$ cat config.mk
export PLATFORM = sky130hd
export DESIGN_NAME = serv_exec_seq
export DESIGN_NICKNAME = d
export VERILOG_FILES = /design/src/rtl/serv_exec_seq_pkg.sv /design/src/rtl/serv_exec_seq_bit_cnt.sv /design/src/rtl/serv_exec_seq.sv
export SDC_FILE = /design/constraint.sdc
export NUM_CORES = 1
export LEC_CHECK = 0
export ABC_AREA = 1
export BUFFER_PORTS_ARGS = -buffer_cell sky130_fd_sc_hd__clkbuf_2
export CAP_MARGIN = 10
export CORE_MARGIN = 2
export CORE_UTILIZATION = 47
export CTS_CLUSTER_SIZE = 40
export DETAILED_ROUTE_END_ITERATION = 8
export GPL_TIMING_DRIVEN = 0
export PLACE_DENSITY = 0.92
export SLEW_MARGIN = 20
export SYNTH_ARGS = -nofsm -noshare
export SYNTH_HDL_FRONTEND = slang
export SYNTH_SLANG_ARGS = --single-unit
$ cat constraint.sdc
create_clock -name clk -period 3.66 [get_ports clk]
set_input_delay 0.732 -clock clk [delete_from_list [all_inputs] [get_ports clk]]
set_output_delay 0.732 -clock clk [all_outputs]
set_load 0.01 [all_outputs]
$ cat src/rtl/serv_exec_seq_pkg.sv
// Shared definitions for the bit-serial execution sequencer: the state
// encoding and a helper giving the last counter index of a pass.
package serv_exec_seq_pkg;

  // Sequencer states, 3-bit encoding.
  typedef enum logic [2:0] {
    ST_IDLE  = 3'd0,
    ST_FETCH = 3'd1,
    ST_DEC   = 3'd2,
    ST_INIT  = 3'd3,
    ST_MEM   = 3'd4,
    ST_RUN   = 3'd5,
    ST_TRAP  = 3'd6
  } state_e;

  localparam int CNT_W = 5;

  // Counter value on the last cycle of a pass (32/w cycles, step w).
  function automatic logic [CNT_W-1:0] last_idx(input int w);
    return CNT_W'(32 - w);
  endfunction

endpackage

$ cat src/rtl/serv_exec_seq_bit_cnt.sv
// serv_bit_cnt: 5-bit bit-index counter stepping by W per enabled cycle.
// Clear wins over enable; o_last flags the final cycle of a 32-bit pass.
module serv_bit_cnt
  import serv_exec_seq_pkg::*;
#(
  parameter int W = 1
) (
  input  logic             clk,
  input  logic             i_rst_n,
  input  logic             i_clr,
  input  logic             i_en,
  output logic [CNT_W-1:0] o_cnt,
  output logic             o_last
);

  logic [CNT_W-1:0] cnt_q;
  logic [CNT_W-1:0] cnt_d;

  // Next count: clear, step with natural 5-bit wrap, or hold.
  always_comb begin
    cnt_d = cnt_q;
    if (i_clr)     cnt_d = '0;
    else if (i_en) cnt_d = cnt_q + CNT_W'(W);
  end

  // Count register.
  // NOTE: state registers use non-blocking (<=) so every flop samples pre-edge values.
  always_ff @(posedge clk or negedge i_rst_n) begin
    if (!i_rst_n) cnt_q <= '0;
    else          cnt_q <= cnt_d;
  end

  assign o_cnt  = cnt_q;
  assign o_last = (cnt_q == last_idx(W));

endmodule

$ cat src/rtl/serv_exec_seq.sv
// serv_exec_seq: sequences one bit-serial instruction through
// FETCH, DEC, optional INIT pass, optional MEM access and the RUN pass.
// Optional feature macro SERV_EXEC_MISALIGN_EN: misaligned jump targets and
// data accesses divert the instruction into a TRAP pass instead of MEM/RUN.
module serv_exec_seq
  import serv_exec_seq_pkg::*;
#(
  parameter int W = 1
) (
  input  logic       clk,
  input  logic       i_rst_n,
  output logic       o_ibus_cyc,
  input  logic       i_ibus_ack,
  output logic       o_dec_en,
  output logic       o_rf_rreq,
  input  logic       i_rf_ready,
  input  logic       i_branch_op,
  input  logic       i_cond_branch,
  input  logic       i_mem_op,
  input  logic       i_slt_op,
  input  logic       i_rd_op,
  input  logic       i_mem_word,
  input  logic       i_mem_half,
  input  logic       i_alu_cmp,
  input  logic [1:0] i_lsb,
  output logic       o_dbus_cyc,
  input  logic       i_dbus_ack,
  output logic [4:0] o_cnt,
  output logic       o_cnt_en,
  output logic       o_init,
  output logic       o_cnt_done,
  output logic       o_take,
  output logic       o_rf_wen,
  output logic       o_pc_en,
  output logic       o_trap
);

  state_e state_q, state_d;
  logic   take_q, take_d;
  logic   cnt_clr;
  logic   cnt_last;
  logic   take_now;
  logic   misalign;

  serv_bit_cnt #(.W(W)) u_bit_cnt (
    .clk     (clk),
    .i_rst_n (i_rst_n),
    .i_clr   (cnt_clr),
    .i_en    (o_cnt_en),
    .o_cnt   (o_cnt),
    .o_last  (cnt_last)
  );

  // Branch decision as evaluated on the last INIT cycle.
  assign take_now = i_branch_op & (~i_cond_branch | i_alu_cmp);

`ifdef SERV_EXEC_MISALIGN_EN
  // Misaligned jump target or data address detected on the last INIT cycle.
  assign misalign = (i_branch_op & take_now & i_lsb[1])
                  | (i_mem_op & i_mem_word & (i_lsb != 2'b00))
                  | (i_mem_op & i_mem_half & i_lsb[0]);
`else
  // Alignment inputs are not used when the trap path is compiled out.
  logic lsb_unused;
  assign misalign   = 1'b0;
  assign lsb_unused = ^{i_lsb, i_mem_word, i_mem_half, misalign};
`endif

  // Next-state and state-decoded outputs.
  // NOTE: every output and next-state value gets a default first so no latches are inferred.
  always_comb begin
    state_d    = state_q;
    take_d     = take_q;
    cnt_clr    = 1'b0;
    o_ibus_cyc = 1'b0;
    o_dec_en   = 1'b0;
    o_rf_rreq  = 1'b0;
    o_dbus_cyc = 1'b0;
    o_cnt_en   = 1'b0;
    o_init     = 1'b0;
    o_cnt_done = 1'b0;
    o_rf_wen   = 1'b0;
    o_pc_en    = 1'b0;
    o_trap     = 1'b0;
    unique case (state_q)
      ST_IDLE: state_d = ST_FETCH;
      ST_FETCH: begin
        o_ibus_cyc = 1'b1;
        if (i_ibus_ack) begin
          o_dec_en = 1'b1;
          state_d  = ST_DEC;
        end
      end
      ST_DEC: begin
        o_rf_rreq = 1'b1;
        if (i_rf_ready) begin
          cnt_clr = 1'b1;
          state_d = (i_branch_op | i_slt_op | i_mem_op) ? ST_INIT : ST_RUN;
        end
      end
      ST_INIT: begin
        o_cnt_en = 1'b1;
        o_init   = 1'b1;
        if (cnt_last) begin
          take_d = take_now;
          if (misalign)      state_d = ST_TRAP;
          else if (i_mem_op) state_d = ST_MEM;
          else               state_d = ST_RUN;
        end
      end
      ST_MEM: begin
        o_dbus_cyc = 1'b1;
        if (i_dbus_ack) state_d = ST_RUN;
      end
      ST_RUN: begin
        o_cnt_en = 1'b1;
        o_rf_wen = i_rd_op;
        o_pc_en  = 1'b1;
        if (cnt_last) begin
          o_cnt_done = 1'b1;
          state_d    = ST_FETCH;
        end
      end
      ST_TRAP: begin
`ifdef SERV_EXEC_MISALIGN_EN
        o_trap   = 1'b1;
        o_cnt_en = 1'b1;
        o_pc_en  = 1'b1;
        if (cnt_last) begin
          o_cnt_done = 1'b1;
          state_d    = ST_FETCH;
        end
`else
        state_d = ST_FETCH;
`endif
      end
      default: state_d = ST_IDLE;
    endcase
  end

  // State and latched branch decision.
  always_ff @(posedge clk or negedge i_rst_n) begin
    if (!i_rst_n) begin
      state_q <= ST_IDLE;
      take_q  <= 1'b0;
    end else begin
      state_q <= state_d;
      take_q  <= take_d;
    end
  end

  assign o_take = take_q;

endmodule

== Word level (Yosys, flattened, before mapping) ==
Cells that the tools add are included.
Word-level totals
  register bits: 9
  latch bits: 0
  bits in writable memories: 0
  bits in read-only memories: 0
  input bits: 15
  output and inout bits: 16
  logic and storage cells: 50
  memories: 0
Cells by class
  add/subtract/negate cells: 1
  multiply operators: 0
  divide/modulo/power cells: 0
  magnitude comparators: 0
  equality and inequality tests: 12
  shift-type cells: 0
  multiplexer cells: 23
  bitwise logic cells: 5
  reduce and logical (&&, ||, !) cells: 6
Operators with widths (number)
  3-bit 2-to-1 mux: 6
  3-bit one-hot mux with 6 select lines: 1
  1-bit 2-to-1 mux: 14
  5-bit 2-to-1 mux: 2
  2-bit != test, second input constant: 5
  3-bit == test, second input constant: 3
  3-bit by 2-bit == test with 1-bit output, second input constant: 2
  5-bit by 1-bit adder with 5-bit output, second input constant: 1
  5-bit == test, second input constant: 1
  5-bit AND reduction: 1
  2-bit OR reduction: 2
  3-bit by 1-bit == test with 1-bit output, second input constant: 1
  3-bit logical NOT: 1
  1-bit OR: 3
  2-bit AND reduction: 1
  2-bit nonzero test: 1
  1-bit bitwise AND: 1
  1-bit NOT: 1

== Depth between registers and ports, before layout ==
Gate-level depths: netlist (run 1).
  depth after elaboration: 5
  depth in mapped cells: 10
  mapped depth without buffers: 10

== Cells and area by module ==
From an unflattened synthesis (run 1), not the netlist that was laid out.
Unflattened totals
  cells, all modules: 89
  area, all modules: 649.4 µm²
By module, submodules not included
  serv_exec_seq: times used 1, cells an instance 58, area an instance 379.1 µm²
  serv_bit_cnt: times used 1, cells an instance 31, area an instance 270.3 µm²

== Worst setup path after synthesis (run 1) ==
OpenSTA, ideal clock, no wires.
  path kind: reg2out
  from: register u_bit_cnt.cnt_q[0] (netlist: u_bit_cnt.o_cnt[0])
  to: output o_cnt_done
  arrival time: 1.170 ns
  required time: 2.928 ns
  setup slack: 1.758 ns
  stages on the path, launching flop included: 7
  path buffers: 0
  path through: dfrtp_1 ha_1 nand2_1 nor2_1 ha_1 inv_1 nor2_1
On the way
  word-level cells in the longest chain between the ends: 3
RTL lines
  start, declared: RTL line serv_exec_seq_bit_cnt.sv:16  | logic [CNT_W-1:0] cnt_q;
  start signal, assigned: RTL line serv_exec_seq_bit_cnt.sv:30  | else cnt_q <= cnt_d;
  5-bit == test: RTL line serv_exec_seq_bit_cnt.sv:34  | assign o_last = (cnt_q == last_idx(W));
  1-bit 2-to-1 mux: RTL line serv_exec_seq.sv:119  | if (cnt_last) begin
  1-bit 2-to-1 mux: RTL line serv_exec_seq.sv:85  | unique case (state_q)
  end, declared: RTL line serv_exec_seq.sv:31  | output logic o_cnt_done,
Every way passes these cells.

== Worst setup path after layout (run 1) ==
Same ends and word-level chain as after synthesis.

==> flow_summary.toml, run 1 <==
[floorplanning]
fp.coreArea_mm2 = 0.00127
initial_core_util_pct = 49.6
ios = 31
fp-row-count = 13
die_w_um = 40.6
dieArea_mm2 = 0.00165
die_h_um = 40.6

[cts]
clockRootBuffer = "clkbuf_4"
clkTransAtPathRegs_ns = 0.07
postCtsSetupBuffers = 0
cts_htree_levels = 1
ctsResizeCount = 0
cts_buffer_depth = 2
cts_tree = "done"
cts_made_buffers = 3
clkLatencyLatePin_ns = 0.27
hold_buffers = 0
clock-sinks = 9

[finish]
areaGrowthSynthToFinish_pct = 27.0
drive_gt1_share_pct = 29.6
diodes = 0
nets = 143
fin_util_pct = 63.0

[route]
via_per_inst = 5.37
drcViolationCount = 0
drt_first_pass_iters = 4
num_vias = 752
m1WireLength_um = 645
met2_length_um = 860
drt-initial-drc-count = 27
ant_nets = 0
wl_met3_um = 129
routed.top_layer = "met4"
avgRoutedWirePerCell_um = 11.8
routed_wirelength_mm = 1.65

[grt]
gr-usage-all-layers_pct = 23.1
grt_pass1_wl_mm = 2.39
grt_pass1_vias = 590
grt_max_degree = 10
overflow = 0
antenna_found_initial = 0

[synthesis]
synthesis.area_um2 = 629
synth_cells = 96
synth-seq-cells = 9
ys_types = 18
syn_avg_cell_area_um2 = 6.56
syn-num-nets = 113
ys_warn_count = 0
ys_seq_area_share_pct = 35.8

[critical_path]
start_kind = "flop"
cp-end-kind = "primary output"
path_max_fanout = 6
r2r_cells = 10
r2r_setup_slack_ns = 2.00
rr_startpoint = "u_bit_cnt.o_cnt[0]"
critPathKind = "reg2out"
r2r-end = "state_q[1]"
crit_arrival_ns = 1.57
required_ns = 2.93

[pwr]
leakage_nw = 0.480
vdd_drop_max_uv = 337
power_density_mw_per_mm2 = 789

[outcome]
status = "finished clean"

[job]
cap_viol_max_count = 0

[timing]
fmax_mhz = 434
fin_skew_ns = 0.0182
tns_ns = 0
fin_crit_ns = 2.30
period_share_pct = 62.9
setup_viol = 0
hold_viol = 0
grt_setup_unrepaired = "false"
finalMaxSlewViolations = 0

[hold_path]
hp-class = "in2async"

[placement]
gp_congestion = 0.914
hpwl_mm = 1.25
place.port_buffers = 25
[cell families (layout without fill, tap and decap cells)]
kind of cell / count (synthesis) / count (layout) / share of synthesized area, %
AND/OR/NAND/NOR: 56 / 56 / 38.8
buffers and inverters: 18 / 47 / 11.9
AO/OA/AOI/OAI: 10 / 10 / 8.95
flip-flops: 9 / 9 / 35.8
adder cells (fa/ha/maj): 2 / 2 / 3.98
other: 1 / 1 / 0.596
[area by class of cell]
class / count / area [um^2]
Buffer: 2 / 15.0
Clock buffer: 4 / 26.3
Fill cell: 108 / 469
Inverter: 16 / 60.1
Multi-Input combinational cell: 69 / 329
Sequential cell: 9 / 225
Tap cell: 15 / 18.8
Timing Repair Buffer: 25 / 125
[per-layer routing]
| metal | vias to the layer above | global-route usage (%) |
|---|---|---|
| li1 | 358 | - |
| met1 | 351 | 24.2 |
| met2 | 41 | 42.1 |
| met3 | 2 | 8.33 |
| met4 | 0 | 7.50 |
| met5 | - | 0 |
[layout by cell type, fill, tap and decap left out]
cell type and count:
nand2_1 28, clkbuf_2 25, inv_1 13, nor2_1 11
nand3_1 9, dfrtp_1 9, o21ai_0 5, inv_2 3
nand2_2 3, nand4_1 3, clkbuf_4 3, buf_4 2
a21oi_1 2, ha_1 2, nor3_2 1, o31ai_1 1
o2111ai_1 1, nor3_1 1, o21ai_1 1, conb_1 1
clkbuf_1 1
[stage by stage]
stage	total power [mW]	cell area (um^2)	std cells	hold WS, ns	setup WS [ns]
detailed placement	0.543	773	136	0.496	1.64
finish	0.631	800	140	0.299	1.36
CTS	0.626	800	140	0.307	1.35
floorplan	0.427	629	96	0.436	1.76
global placement	0.524	773	136	0.499	1.69
global route	0.691	800	140	0.314	1.19
[worst max path at each step]
stage,startpoint,to,slack [ns],cells after the start
finish,u_bit_cnt.o_cnt[0],o_cnt_done,1.36,7
floorplan,u_bit_cnt.o_cnt[0],o_cnt_done,1.76,6
global route,u_bit_cnt.o_cnt[0],o_cnt_done,1.19,7
CTS,u_bit_cnt.o_cnt[0],o_cnt_done,1.35,7
global placement,u_bit_cnt.o_cnt[0],o_cnt_done,1.69,7
detailed placement,u_bit_cnt.o_cnt[0],o_cnt_done,1.64,7
[Yosys cell counts]
cell       instances  area share (%)
nand3_1            9             7.2
conb_1             1            0.60
nand2_2            3             3.0
nand4_1            3             3.0
inv_1             13             7.8
inv_2              3             1.8
dfrtp_1            9              36
o21ai_1            1            0.79
buf_4              2             2.4
o21ai_0            5             4.0
a21oi_1            2             1.6
o31ai_1            1             1.2
o2111ai_1          1             1.4
nor3_1             1            0.79
ha_1               2             4.0
nand2_1           28              17
nor2_1            11             6.6
nor3_2             1             1.6
[sequential cells by signal, indices dropped and copies added (netlist names)]
register / count
u_bit_cnt.o_cnt: 5
o_take: 1
state_q: 3
[where the power goes]
| part | switching (mW) | internal [mW] | leakage (nW) |
|---|---|---|---|
| Combinational | 0.229 | 0.129 | 0.355 |
| Sequential | 0.0531 | 0.140 | 0.111 |
| Clock | 0.0383 | 0.0421 | 0.0150 |
| Total | 0.320 | 0.311 | 0.480 |
[worst max-delay path, stage by stage (launching register included)]
cell and delay (ns):
dfrtp_1 0.44, ha_1 0.20, nand2_1 0.06, nor2_1 0.10, ha_1 0.18, inv_1 0.09, nor2_1 0.10, clkbuf_2 0.14
Power figures use the tool's default switching activity.
==> run 2: changes to the inputs <==
Settings changed: ABC_AREA 1 to 0, CORE_UTILIZATION 47 to 43, PLACE_DENSITY 0.92 to 0.86.
Clock period 3.66 ns to 2.2 ns, I/O delays scaled along.
==> run 2 against run 1 <==
  * Worst hold slack got worse by 0.29 ns
  * Core utilization decreased by 3.6 points
  * Sequential power increased by 63%
  * Sequential share of layout area increased by 0.27 points
  * First-iteration DRC count decreased by 37%
  * Highest routed layer unchanged
  * Combinational power increased by 98%
  * Non-clock buffer count increased by 2
  * Sequential cell count unchanged
  * Via count decreased by 20%
  * Die area increased by 7.2%
==> flow_summary.toml, run 2 <==
[timing]
tns_ns = 0
setup_viol = 0
fin_skew_ns = 0.00563
layout_setup_ws_ns = 0.208
fin_crit_ns = 1.99
period_share_pct = 90.6
finalMaxSlewViolations = 0
fmax_mhz = 502
grt_setup_unrepaired = "false"
hold_viol = 0

[cts]
cts_tree = "done"
clock-sinks = 9
postCtsSetupBuffers = 0
cts_htree_levels = 1
hold_buffers = 0
ctsResizeCount = 0
cts_buffer_depth = 2
clockRootBuffer = "clkbuf_4"
clkTransAtPathRegs_ns = 0.07
cts_made_buffers = 3
clkLatencyLatePin_ns = 0.27

[finish]
nets = 118
mostFrequentLayoutCells = "clkbuf_2 (25), nor2_1 (9), dfrtp_1 (9)"
areaGrowthSynthToFinish_pct = 27.4
regArea_um2 = 225
largest_reg_flops = 5
drive_gt1_share_pct = 36.0
final_common_cell = "clkbuf_2"
stdcell_count = 115
diodes = 0
multi_input_area_um2 = 347
fin_util_pct = 59.4
fillers = 115

[outcome]
status = "finished clean"

[pwr]
leakage_nw = 0.415
swShare_pct = 46.8
power_density_mw_per_mm2 = 1460
total_power_mw = 1.16
vdd_drop_max_uv = 535
p_sw_mw = 0.541
p_int_mw = 0.616
sequentialPowerShare_pct = 27.2
p_comb_share_pct = 61.1
clock_power_share_pct = 11.7

[critical_path]
crit_arrival_ns = 1.55
start_kind = "flop"
cp-end-kind = "primary output"
required_ns = 1.76
critPathKind = "reg2out"
path_max_fanout = 4

[route]
routed_wirelength_mm = 1.41
drcViolationCount = 0
ant_nets = 0
num_vias = 600
drt-initial-drc-count = 17
via_per_inst = 5.22
drt_first_pass_iters = 4
avgRoutedWirePerCell_um = 12.3

[synthesis]
synth_fa_ha_area_share_pct = 4.02
synth_cells = 71
synth_compound_area_share_pct = 19.3
synth_top_family_by_area = "simple AND/OR/NAND/NOR gates"
yosys.area_share.simple_pct = 24.5
async_reset_ff_share_pct = 100
ys_warn_count = 0
synthXorXnorAreaFrac_pct = 7.24
synth.area.top_cells = "dfrtp_1 (36%), nor2_1 (5.4%), xor2_4 (4.4%), ha_1 (4.0%), nand2b_1 (4.0%)"
synth-seq-cells = 9
synth_commonest_cells = "dfrtp_1 (9), nor2_1 (9), nand2_1 (6)"
synth.area.mux_share_pct = 0
post-synth-top-area-fraction_pct = 36.2
ys.flop_type = "dfrtp_1"
synth_largest_area_cell = "dfrtp_1"
ys_seq_area_share_pct = 36.2
syn_avg_cell_area_um2 = 8.76
synthesis.area_um2 = 622
ys_types = 28
syn-num-nets = 88
synth_edf_count = 0

[placement]
gp_congestion = 0.755
dp_cells = 111
hpwl_mm = 1.06
place.port_buffers = 25
place_ws_ns = 0.495

[floorplanning]
die_h_um = 42.0
ios = 31
initial_core_util_pct = 46.6
fp.coreArea_mm2 = 0.00133
dieArea_mm2 = 0.00177
fp-row-count = 13
die_w_um = 42.0

[grt]
antenna_found_initial = 0
use_met2_pct = 27.8
grt_util_met1_pct = 20.1
busiest_layer = "met2"
overflow = 0
grt_max_degree = 11
grt_pass1_wl_mm = 2.26
grt_pass1_vias = 537
gr-usage-all-layers_pct = 17.1
grt_util_met3_pct = 3.88

[job]
cap_viol_max_count = 0

[hold_path]
hp-class = "in2async"
## run 2: metal layers
metal	wire [um]	part of all wire, %
met1	636	45
met2	673	48
met4	43	3.0
met3	59	4.2
met5	0	0
## run 2: critical path: stages, from the launching register on
cell      delay, ns
dfrtp_1        0.42
ha_1           0.22
and3_1         0.15
ha_1           0.21
and3_1         0.17
clkbuf_2       0.12
## run 2: final cells by class
| cell class | count | share of cell area [%] |
|---|---|---|
| multi-input combinational | 54 | 43.8 |
| sequential | 9 | 28.4 |
| timing repair buffer | 25 | 15.8 |
| buffer | 4 | 4.42 |
| clock buffer | 4 | 3.32 |
| tap | 15 | 2.37 |
| inverter | 4 | 1.90 |
## run 2: metrics by stage
stage          area (um^2)  hold slack [ns]
2_1_floorplan          622            0.144
3_3_place_gp           766            0.307
3_5_place_dp           766            0.314
4_1_cts                792           0.0265
5_1_grt                792           0.0366
6_report               792           0.0140
## run 2: cells by family after synthesis
group                      Yosys count
and+or+nand+nor                     31
AOI/OAI and AO/OA                   17
DFF                                  9
buffers and inverters                8
xor gates and xnor gates             3
adders and majority gates            2
other                                1
## run 2: power groups by stage
stage,sequential (mW),clock [mW],combinational [mW]
floorplan,0.331,0,0.485
global placement,0.313,0,0.688
detailed placement,0.320,0,0.703
CTS,0.316,0.138,0.713
global route,0.326,0.144,0.778
finish,0.315,0.135,0.707
## run 2: worst paths after layout
check	start	end	slack (ns)	cells past startpoint
min in group clk	i_branch_op	o_take	0.43	3
max reg2reg	u_bit_cnt.o_cnt[0]	state_q[1]	0.60	6
min reg2reg	u_bit_cnt.o_cnt[3]	u_bit_cnt.o_cnt[3]	0.50	1
min	i_rst_n	o_take	0.01	1
max	u_bit_cnt.o_cnt[0]	o_cnt_done	0.21	5
max in group asynchronous	i_rst_n	u_bit_cnt.o_cnt[4]	1.99	1
